===== src/rtl/serial_link.sv =====
// serial_link: UART-style serial transmitter and receiver for a processor PIO.
// Frame: start 0, 8 data bits LSB first, optional even parity, stop 1.
// Define SERIAL_LINK_PARITY_EN to add the even-parity bit (11-bit frames);
// without it the frame is 10 bits and the PARITY states are never entered.
module serial_link #(
   parameter int CLKS_PER_BIT = 16
) (
   input  logic       clk,
   input  logic       reset_n,
   input  logic [7:0] data_out,
   input  logic       load,
   input  logic       trans_en,
   input  logic       char_read,
   output logic [7:0] data_in,
   output logic       char_recv,
   output logic       char_sent,
   output logic       rx_error,
   output logic       tx,
   input  logic       rx
);

`ifdef SERIAL_LINK_PARITY_EN
   localparam bit PARITY_EN = 1'b1;
`else
   localparam bit PARITY_EN = 1'b0;
`endif

   localparam int CNT_W = (CLKS_PER_BIT > 1) ? $clog2(CLKS_PER_BIT) : 1;
   localparam logic [CNT_W-1:0] CNT_LAST = CNT_W'(CLKS_PER_BIT - 1);
   localparam logic [CNT_W-1:0] CNT_HALF = CNT_W'(CLKS_PER_BIT / 2 - 1);

   typedef enum logic [2:0] {
      ST_IDLE,
      ST_START,
      ST_DATA,
      ST_PARITY,
      ST_STOP
   } state_t;

   // ---------------- transmitter state ----------------
   state_t           tx_state_q, tx_state_d;
   logic [CNT_W-1:0] tx_cnt_q, tx_cnt_d;
   logic [2:0]       tx_idx_q, tx_idx_d;
   logic [7:0]       tx_shift_q, tx_shift_d;
   logic             tx_par_q, tx_par_d;
   logic             tx_q, tx_d;
   logic [7:0]       hold_q, hold_d;
   logic             hold_valid_q, hold_valid_d;
   logic             char_sent_q, char_sent_d;
   logic             tx_last;

   // ---------------- receiver state ----------------
   logic             rx_meta_q, rx_sync_q;
   logic             char_read_q;
   state_t           rx_state_q, rx_state_d;
   logic [CNT_W-1:0] rx_cnt_q, rx_cnt_d;
   logic [2:0]       rx_idx_q, rx_idx_d;
   logic [7:0]       rx_shift_q, rx_shift_d;
   logic             rx_par_err_q, rx_par_err_d;
   logic             rx_wait_q, rx_wait_d;
   logic [7:0]       data_in_q, data_in_d;
   logic             char_recv_q, char_recv_d;
   logic             rx_error_q, rx_error_d;
   logic             rx_last;
   logic             read_rise;

   assign tx        = tx_q;
   assign char_sent = char_sent_q;
   assign data_in   = data_in_q;
   assign char_recv = char_recv_q;
   assign rx_error  = rx_error_q;

   assign tx_last   = (tx_cnt_q == CNT_LAST);
   assign rx_last   = (rx_cnt_q == CNT_LAST);
   assign read_rise = char_read & ~char_read_q;

   // TX next state: walk the frame bit by bit, the line level is registered
   always_comb begin
      tx_state_d   = tx_state_q;
      tx_cnt_d     = tx_cnt_q;
      tx_idx_d     = tx_idx_q;
      tx_shift_d   = tx_shift_q;
      tx_par_d     = tx_par_q;
      tx_d         = tx_q;
      hold_d       = hold_q;
      hold_valid_d = hold_valid_q;
      char_sent_d  = char_sent_q;

      if (tx_state_q != ST_IDLE) begin
         tx_cnt_d = tx_last ? '0 : tx_cnt_q + 1'b1;
      end

      case (tx_state_q)
         ST_IDLE: begin
            tx_d     = 1'b1;
            tx_cnt_d = '0;
            if (trans_en && hold_valid_q) begin
               tx_state_d   = ST_START;
               tx_shift_d   = hold_q;
               tx_par_d     = ^hold_q;
               hold_valid_d = 1'b0;
               tx_d         = 1'b0;
            end
         end
         ST_START: begin
            if (tx_last) begin
               tx_state_d = ST_DATA;
               tx_idx_d   = 3'd0;
               tx_d       = tx_shift_q[0];
            end
         end
         ST_DATA: begin
            if (tx_last) begin
               if (tx_idx_q == 3'd7) begin
                  if (PARITY_EN) begin
                     tx_state_d = ST_PARITY;
                     tx_d       = tx_par_q;
                  end else begin
                     tx_state_d = ST_STOP;
                     tx_d       = 1'b1;
                  end
               end else begin
                  tx_idx_d   = tx_idx_q + 3'd1;
                  tx_shift_d = {1'b0, tx_shift_q[7:1]};
                  tx_d       = tx_shift_q[1];
               end
            end
         end
         ST_PARITY: begin
            if (tx_last) begin
               tx_state_d = ST_STOP;
               tx_d       = 1'b1;
            end
         end
         ST_STOP: begin
            if (tx_last) begin
               tx_state_d = ST_IDLE;
               tx_d       = 1'b1;
               if (!hold_valid_q) begin
                  char_sent_d = 1'b1;
               end
            end
         end
         default: begin
            tx_state_d = ST_IDLE;
            tx_d       = 1'b1;
         end
      endcase

      // A load only touches the holding register; bits in flight are untouched
      if (load) begin
         hold_d       = data_out;
         hold_valid_d = 1'b1;
         char_sent_d  = 1'b0;
      end
   end

   // TX registers; reset parks the line high and aborts any frame
   always_ff @(posedge clk or negedge reset_n) begin
      if (!reset_n) begin
         tx_state_q   <= ST_IDLE;
         tx_cnt_q     <= '0;
         tx_idx_q     <= 3'd0;
         tx_shift_q   <= 8'h00;
         tx_par_q     <= 1'b0;
         tx_q         <= 1'b1;
         hold_q       <= 8'h00;
         hold_valid_q <= 1'b0;
         char_sent_q  <= 1'b1;
      end else begin
         tx_state_q   <= tx_state_d;
         tx_cnt_q     <= tx_cnt_d;
         tx_idx_q     <= tx_idx_d;
         tx_shift_q   <= tx_shift_d;
         tx_par_q     <= tx_par_d;
         tx_q         <= tx_d;
         hold_q       <= hold_d;
         hold_valid_q <= hold_valid_d;
         char_sent_q  <= char_sent_d;
      end
   end

   // Two-flop synchroniser for rx (idle high) and edge-detect history for char_read
   always_ff @(posedge clk or negedge reset_n) begin
      if (!reset_n) begin
         rx_meta_q   <= 1'b1;
         rx_sync_q   <= 1'b1;
         char_read_q <= 1'b0;
      end else begin
         rx_meta_q   <= rx;
         rx_sync_q   <= rx_meta_q;
         char_read_q <= char_read;
      end
   end

   // RX next state: mid-bit sampling, glitch rejection and status flag updates
   always_comb begin
      rx_state_d   = rx_state_q;
      rx_cnt_d     = rx_cnt_q;
      rx_idx_d     = rx_idx_q;
      rx_shift_d   = rx_shift_q;
      rx_par_err_d = rx_par_err_q;
      rx_wait_d    = rx_wait_q;
      data_in_d    = data_in_q;
      char_recv_d  = char_recv_q;
      rx_error_d   = rx_error_q;

      // Acknowledge first so a character completing on the same edge wins
      if (read_rise) begin
         char_recv_d = 1'b0;
         rx_error_d  = 1'b0;
      end

      case (rx_state_q)
         ST_IDLE: begin
            rx_cnt_d = '0;
            if (rx_wait_q) begin
               if (rx_sync_q) begin
                  rx_wait_d = 1'b0;
               end
            end else if (!rx_sync_q) begin
               rx_state_d = ST_START;
            end
         end
         ST_START: begin
            if (rx_cnt_q == CNT_HALF) begin
               rx_cnt_d = '0;
               if (rx_sync_q) begin
                  rx_state_d = ST_IDLE;
               end else begin
                  rx_state_d   = ST_DATA;
                  rx_idx_d     = 3'd0;
                  rx_par_err_d = 1'b0;
               end
            end else begin
               rx_cnt_d = rx_cnt_q + 1'b1;
            end
         end
         ST_DATA: begin
            rx_cnt_d = rx_last ? '0 : rx_cnt_q + 1'b1;
            if (rx_last) begin
               rx_shift_d = {rx_sync_q, rx_shift_q[7:1]};
               if (rx_idx_q == 3'd7) begin
                  rx_state_d = PARITY_EN ? ST_PARITY : ST_STOP;
               end else begin
                  rx_idx_d = rx_idx_q + 3'd1;
               end
            end
         end
         ST_PARITY: begin
            rx_cnt_d = rx_last ? '0 : rx_cnt_q + 1'b1;
            if (rx_last) begin
               rx_par_err_d = rx_sync_q ^ (^rx_shift_q);
               rx_state_d   = ST_STOP;
            end
         end
         ST_STOP: begin
            rx_cnt_d = rx_last ? '0 : rx_cnt_q + 1'b1;
            if (rx_last) begin
               rx_state_d = ST_IDLE;
               if (rx_sync_q && !rx_par_err_q) begin
                  data_in_d   = rx_shift_q;
                  char_recv_d = 1'b1;
               end else begin
                  rx_error_d = 1'b1;
                  if (!rx_sync_q) begin
                     rx_wait_d = 1'b1;
                  end
               end
            end
         end
         default: begin
            rx_state_d = ST_IDLE;
         end
      endcase
   end

   // RX registers
   always_ff @(posedge clk or negedge reset_n) begin
      if (!reset_n) begin
         rx_state_q   <= ST_IDLE;
         rx_cnt_q     <= '0;
         rx_idx_q     <= 3'd0;
         rx_shift_q   <= 8'h00;
         rx_par_err_q <= 1'b0;
         rx_wait_q    <= 1'b0;
         data_in_q    <= 8'h00;
         char_recv_q  <= 1'b0;
         rx_error_q   <= 1'b0;
      end else begin
         rx_state_q   <= rx_state_d;
         rx_cnt_q     <= rx_cnt_d;
         rx_idx_q     <= rx_idx_d;
         rx_shift_q   <= rx_shift_d;
         rx_par_err_q <= rx_par_err_d;
         rx_wait_q    <= rx_wait_d;
         data_in_q    <= data_in_d;
         char_recv_q  <= char_recv_d;
         rx_error_q   <= rx_error_d;
      end
   end

endmodule

===== config.mk =====
export PLATFORM = sky130hd
export DESIGN_NAME = serial_link
export DESIGN_NICKNAME = d
export VERILOG_FILES = /design/src/rtl/serial_link.sv
export SDC_FILE = /design/constraint.sdc
export NUM_CORES = 1
export LEC_CHECK = 0
export BUFFER_PORTS_ARGS = -buffer_cell sky130_fd_sc_hd__buf_2
export CAP_MARGIN = 30
export CORE_ASPECT_RATIO = 0.6
export CORE_UTILIZATION = 45
export CTS_BUF_LIST = sky130_fd_sc_hd__clkbuf_4
export DETAILED_ROUTE_END_ITERATION = 16
export GPL_TIMING_DRIVEN = 0
export HOLD_SLACK_MARGIN = 0.06
export MAX_ROUTING_LAYER = met4
export PLACE_DENSITY = 0.65
export REMOVE_ABC_BUFFERS = 1
export SLEW_MARGIN = 10
export SYNTH_ARGS = -nofsm -noshare
export SYNTH_HDL_FRONTEND = slang
export SYNTH_SLANG_ARGS = --single-unit

===== constraint.sdc =====
create_clock -name clk -period 3.5 [get_ports clk]
set_clock_uncertainty 0.05 [all_clocks]
set_input_delay 0.175 -clock clk [delete_from_list [all_inputs] [get_ports clk]]
set_output_delay 0.175 -clock clk [all_outputs]
set_load 0.01 [all_outputs]

==> metrics.txt <==
status=finished clean; layout cells sized above 1=a little under a third; Most used DFF post-synth=dfrtp_1; nets@finish=301; DP Wirelength=3510 um; async set-reset flop share out of synthesis=100%; drt initial violations=126; RSZ-0062 raised after global routing=no; Resize count post-CTS=0; required time worst endpoint=3740 ps; vias=1951; initial antenna violation count=0; Max clock buf depth=2; arrival time at the worst endpoint=2340 ps; Mapped Cells=244; Post-Syn Area=2950 um2; Clock Sinks=62; Yosys cell types=52; Max VDD drop=200 uV; EDFF count, synth=0; hold depth=0; largest net degree at the start of global routing=63; Max Slew Vio Count=0; Port Buffers=25; drt wl/cell=14.6 um; synth warn=0; setup TNS=0 ps; via density per instance=5.27; Seq/Total Area, Yosys=52.8%; global-route wire length before repair=9400 um; FF+latch count, synth=62; Pre-antenna DRT Iters=4; Final period util=around 60%; Post-Route Utilization=54.4%; area delta synth->final=14.9%; startpoint class of the critical path=flop; Crit Path Category=reg -> reg; H-tree lvl count=3; RePlAce Congestion=0.753; cts bufs inserted=9; Fill cells=545; CP Capture Type=flop; WHS=a little over 300 ps; # setup viols final=0; wirelength, routed=5410 um; global-route usage over all layers=18.9%; Tightest Hold Check Type=reg -> reg; gr ovfl total=0; core footprint=6220 um2; P per Cell Area=~480 nW/um2; ant diodes=0; overall power=1.63 mW; Least-Margin Pin Slew=845 ps; Residual DRC=0; mean post-synth cell area=12.1 um2; R2R depth=5; number of global-route vias before repair=1885; Finished Layout Cells=370; Die Span Y=64.7 um; Cells after DPL=about 340; Slew headroom=between 40% and 50%; Clk Latency, worst-skew pair=slightly above 400 ps; LEAKAGE=1.65 nW; worst-path maximum fanout=8; die area=6890 um2; Cell Rows=22; Antenna Nets Post-Route=0; Hold Fails Final Rpt=0; Die Width=106 um; Multi-input gate area=approximately 1300 um2; max_cap viols=0; fmax=~480 MHz; Root Buffer=clkbuf_4; CTS tree=done; register area=1560 um2; I/O pin total=26; Clk pin slew, worst setup/hold paths=110 ps; crit path time final=2100 ps; Initial Util=47.4%
## critical path, cell delays in order, from the launching register on
cell     delay (ps)
dfrtp_1         410
ha_1            250
nand3_1         180
nor3b_1          80
o21ai_1         600
mux2_2          400
## cell type report
type                       instances  share of cell area [%]
sequential                        62                    46.0
multi-input combinational        166                    38.9
timing repair buffer              38                    7.61
tap                               84                    3.10
clock buffer                      11                    2.44
clock inverter                     5                    1.52
inverter                           4                   0.443
## registers in the layout, indices dropped and copies added (netlist names)
signal and flops:
rx_par_err_q 1, tx 1, tx_state_q 3, rx_wait_q 1
rx_cnt_q 4, rx_meta_q 1, hold_q 8, rx_sync_q 1
char_recv 1, hold_valid_q 1, char_sent 1, rx_state_q 3
tx_shift_q 8, data_in 8, rx_idx_q 3, tx_cnt_q 4
rx_shift_q 8, tx_idx_q 3, rx_error 1, char_read_q 1
## synth_stat cells, types with 2 or more instances
library cell / n / area share (%)
a211oi_1: 2 / 0.51
a21o_1: 2 / 0.51
a21oi_1: 10 / 1.7
a22o_1: 3 / 0.89
and3_1: 2 / 0.42
buf_2: 5 / 0.85
clkbuf_1: 6 / 0.76
dfrtp_1: 58 / 49
dfstp_2: 4 / 3.6
ha_1: 6 / 2.5
inv_1: 4 / 0.51
mux2_2: 32 / 12
mux2_4: 8 / 4.1
mux2i_1: 3 / 1.0
nand2_1: 17 / 2.2
nand2b_1: 2 / 0.42
nand3_1: 10 / 1.7
nor2_1: 8 / 1.0
nor2b_1: 5 / 1.1
nor3_1: 6 / 1.0
o21ai_0: 13 / 2.2
xnor2_1: 5 / 1.5
xor2_1: 4 / 1.2
## per-stage QoR
stage	setup slack [ps]	instance area, um2
floorplan	1630	2890
global placement	1440	3120
detailed placement	1410	3120
CTS	1390	3390
global route	1250	3390
finish	1400	3390
## routing by layer
| layer | GRT usage, % | vias to the layer above | wire length [um] |
|---|---|---|---|
| met1 | 26.5 | 946 | 2950 |
| met3 | 7.24 | 6 | 272 |
| met5 | - | - | 0 |
| li1 | - | 957 | - |
| met2 | 25.0 | 42 | 2130 |
| met4 | 6.16 | 0 | 60 |
## worst paths after layout
| kind | from | endpoint | slack, ps |
|---|---|---|---|
| setup / recovery | tx_cnt_q[0] | tx_shift_q[1] | 1400 |
| hold / removal | rx_meta_q | rx_sync_q | 310 |
| setup reg to reg | tx_cnt_q[0] | tx_shift_q[1] | 1400 |
| hold reg to reg | rx_meta_q | rx_sync_q | 310 |
| max in group asynchronous | reset_n | tx_idx_q[0] | 2580 |
| min in group asynchronous | reset_n | rx_shift_q[4] | 330 |
## cells in the final DEF, fill, tap and decap left out, types with 2 or more instances in the layout
cell type	instances
mux2_2	32
ha_1	6
dlygate4sd3_1	13
a211oi_1	2
buf_2	24
and3_1	2
dfstp_2	4
a22o_1	3
a21oi_1	10
o21ai_0	13
xor2_1	4
nand2_1	17
dfrtp_1	58
nand3_1	10
mux2i_1	3
clkinv_2	2
nor3_1	6
nand2b_1	2
clkbuf_4	11
nor2_1	8
inv_1	4
nor2b_1	5
a21o_1	2
xnor2_1	5
mux2_4	8
## power breakdown
part	total [mW]	switching, mW	internal, mW
logic	0.268	0.130	0.139
clock network	0.487	0.258	0.229
registers	0.875	0.106	0.770
total	1.63	0.493	1.14
## timing repair
item / in CTS / in global routing
setup buffers: 0 / 0
hold endpoints to repair: 74 / 0
hold buffers: 13 / 0
## cell families (layout without fill, tap and decap cells)
family | count (synthesis) | in the layout | share of synthesized area [%]
simple gates | 65 | 65 | 12.4
flops | 62 | 62 | 52.8
mux | 43 | 43 | 17.3
compound gates | 41 | 41 | 8.66
buf+inv | 16 | 58 | 2.50
xor+xnor | 10 | 10 | 3.44
fa+ha+maj | 7 | 7 | 2.89
Power figures use the tool's default switching activity.
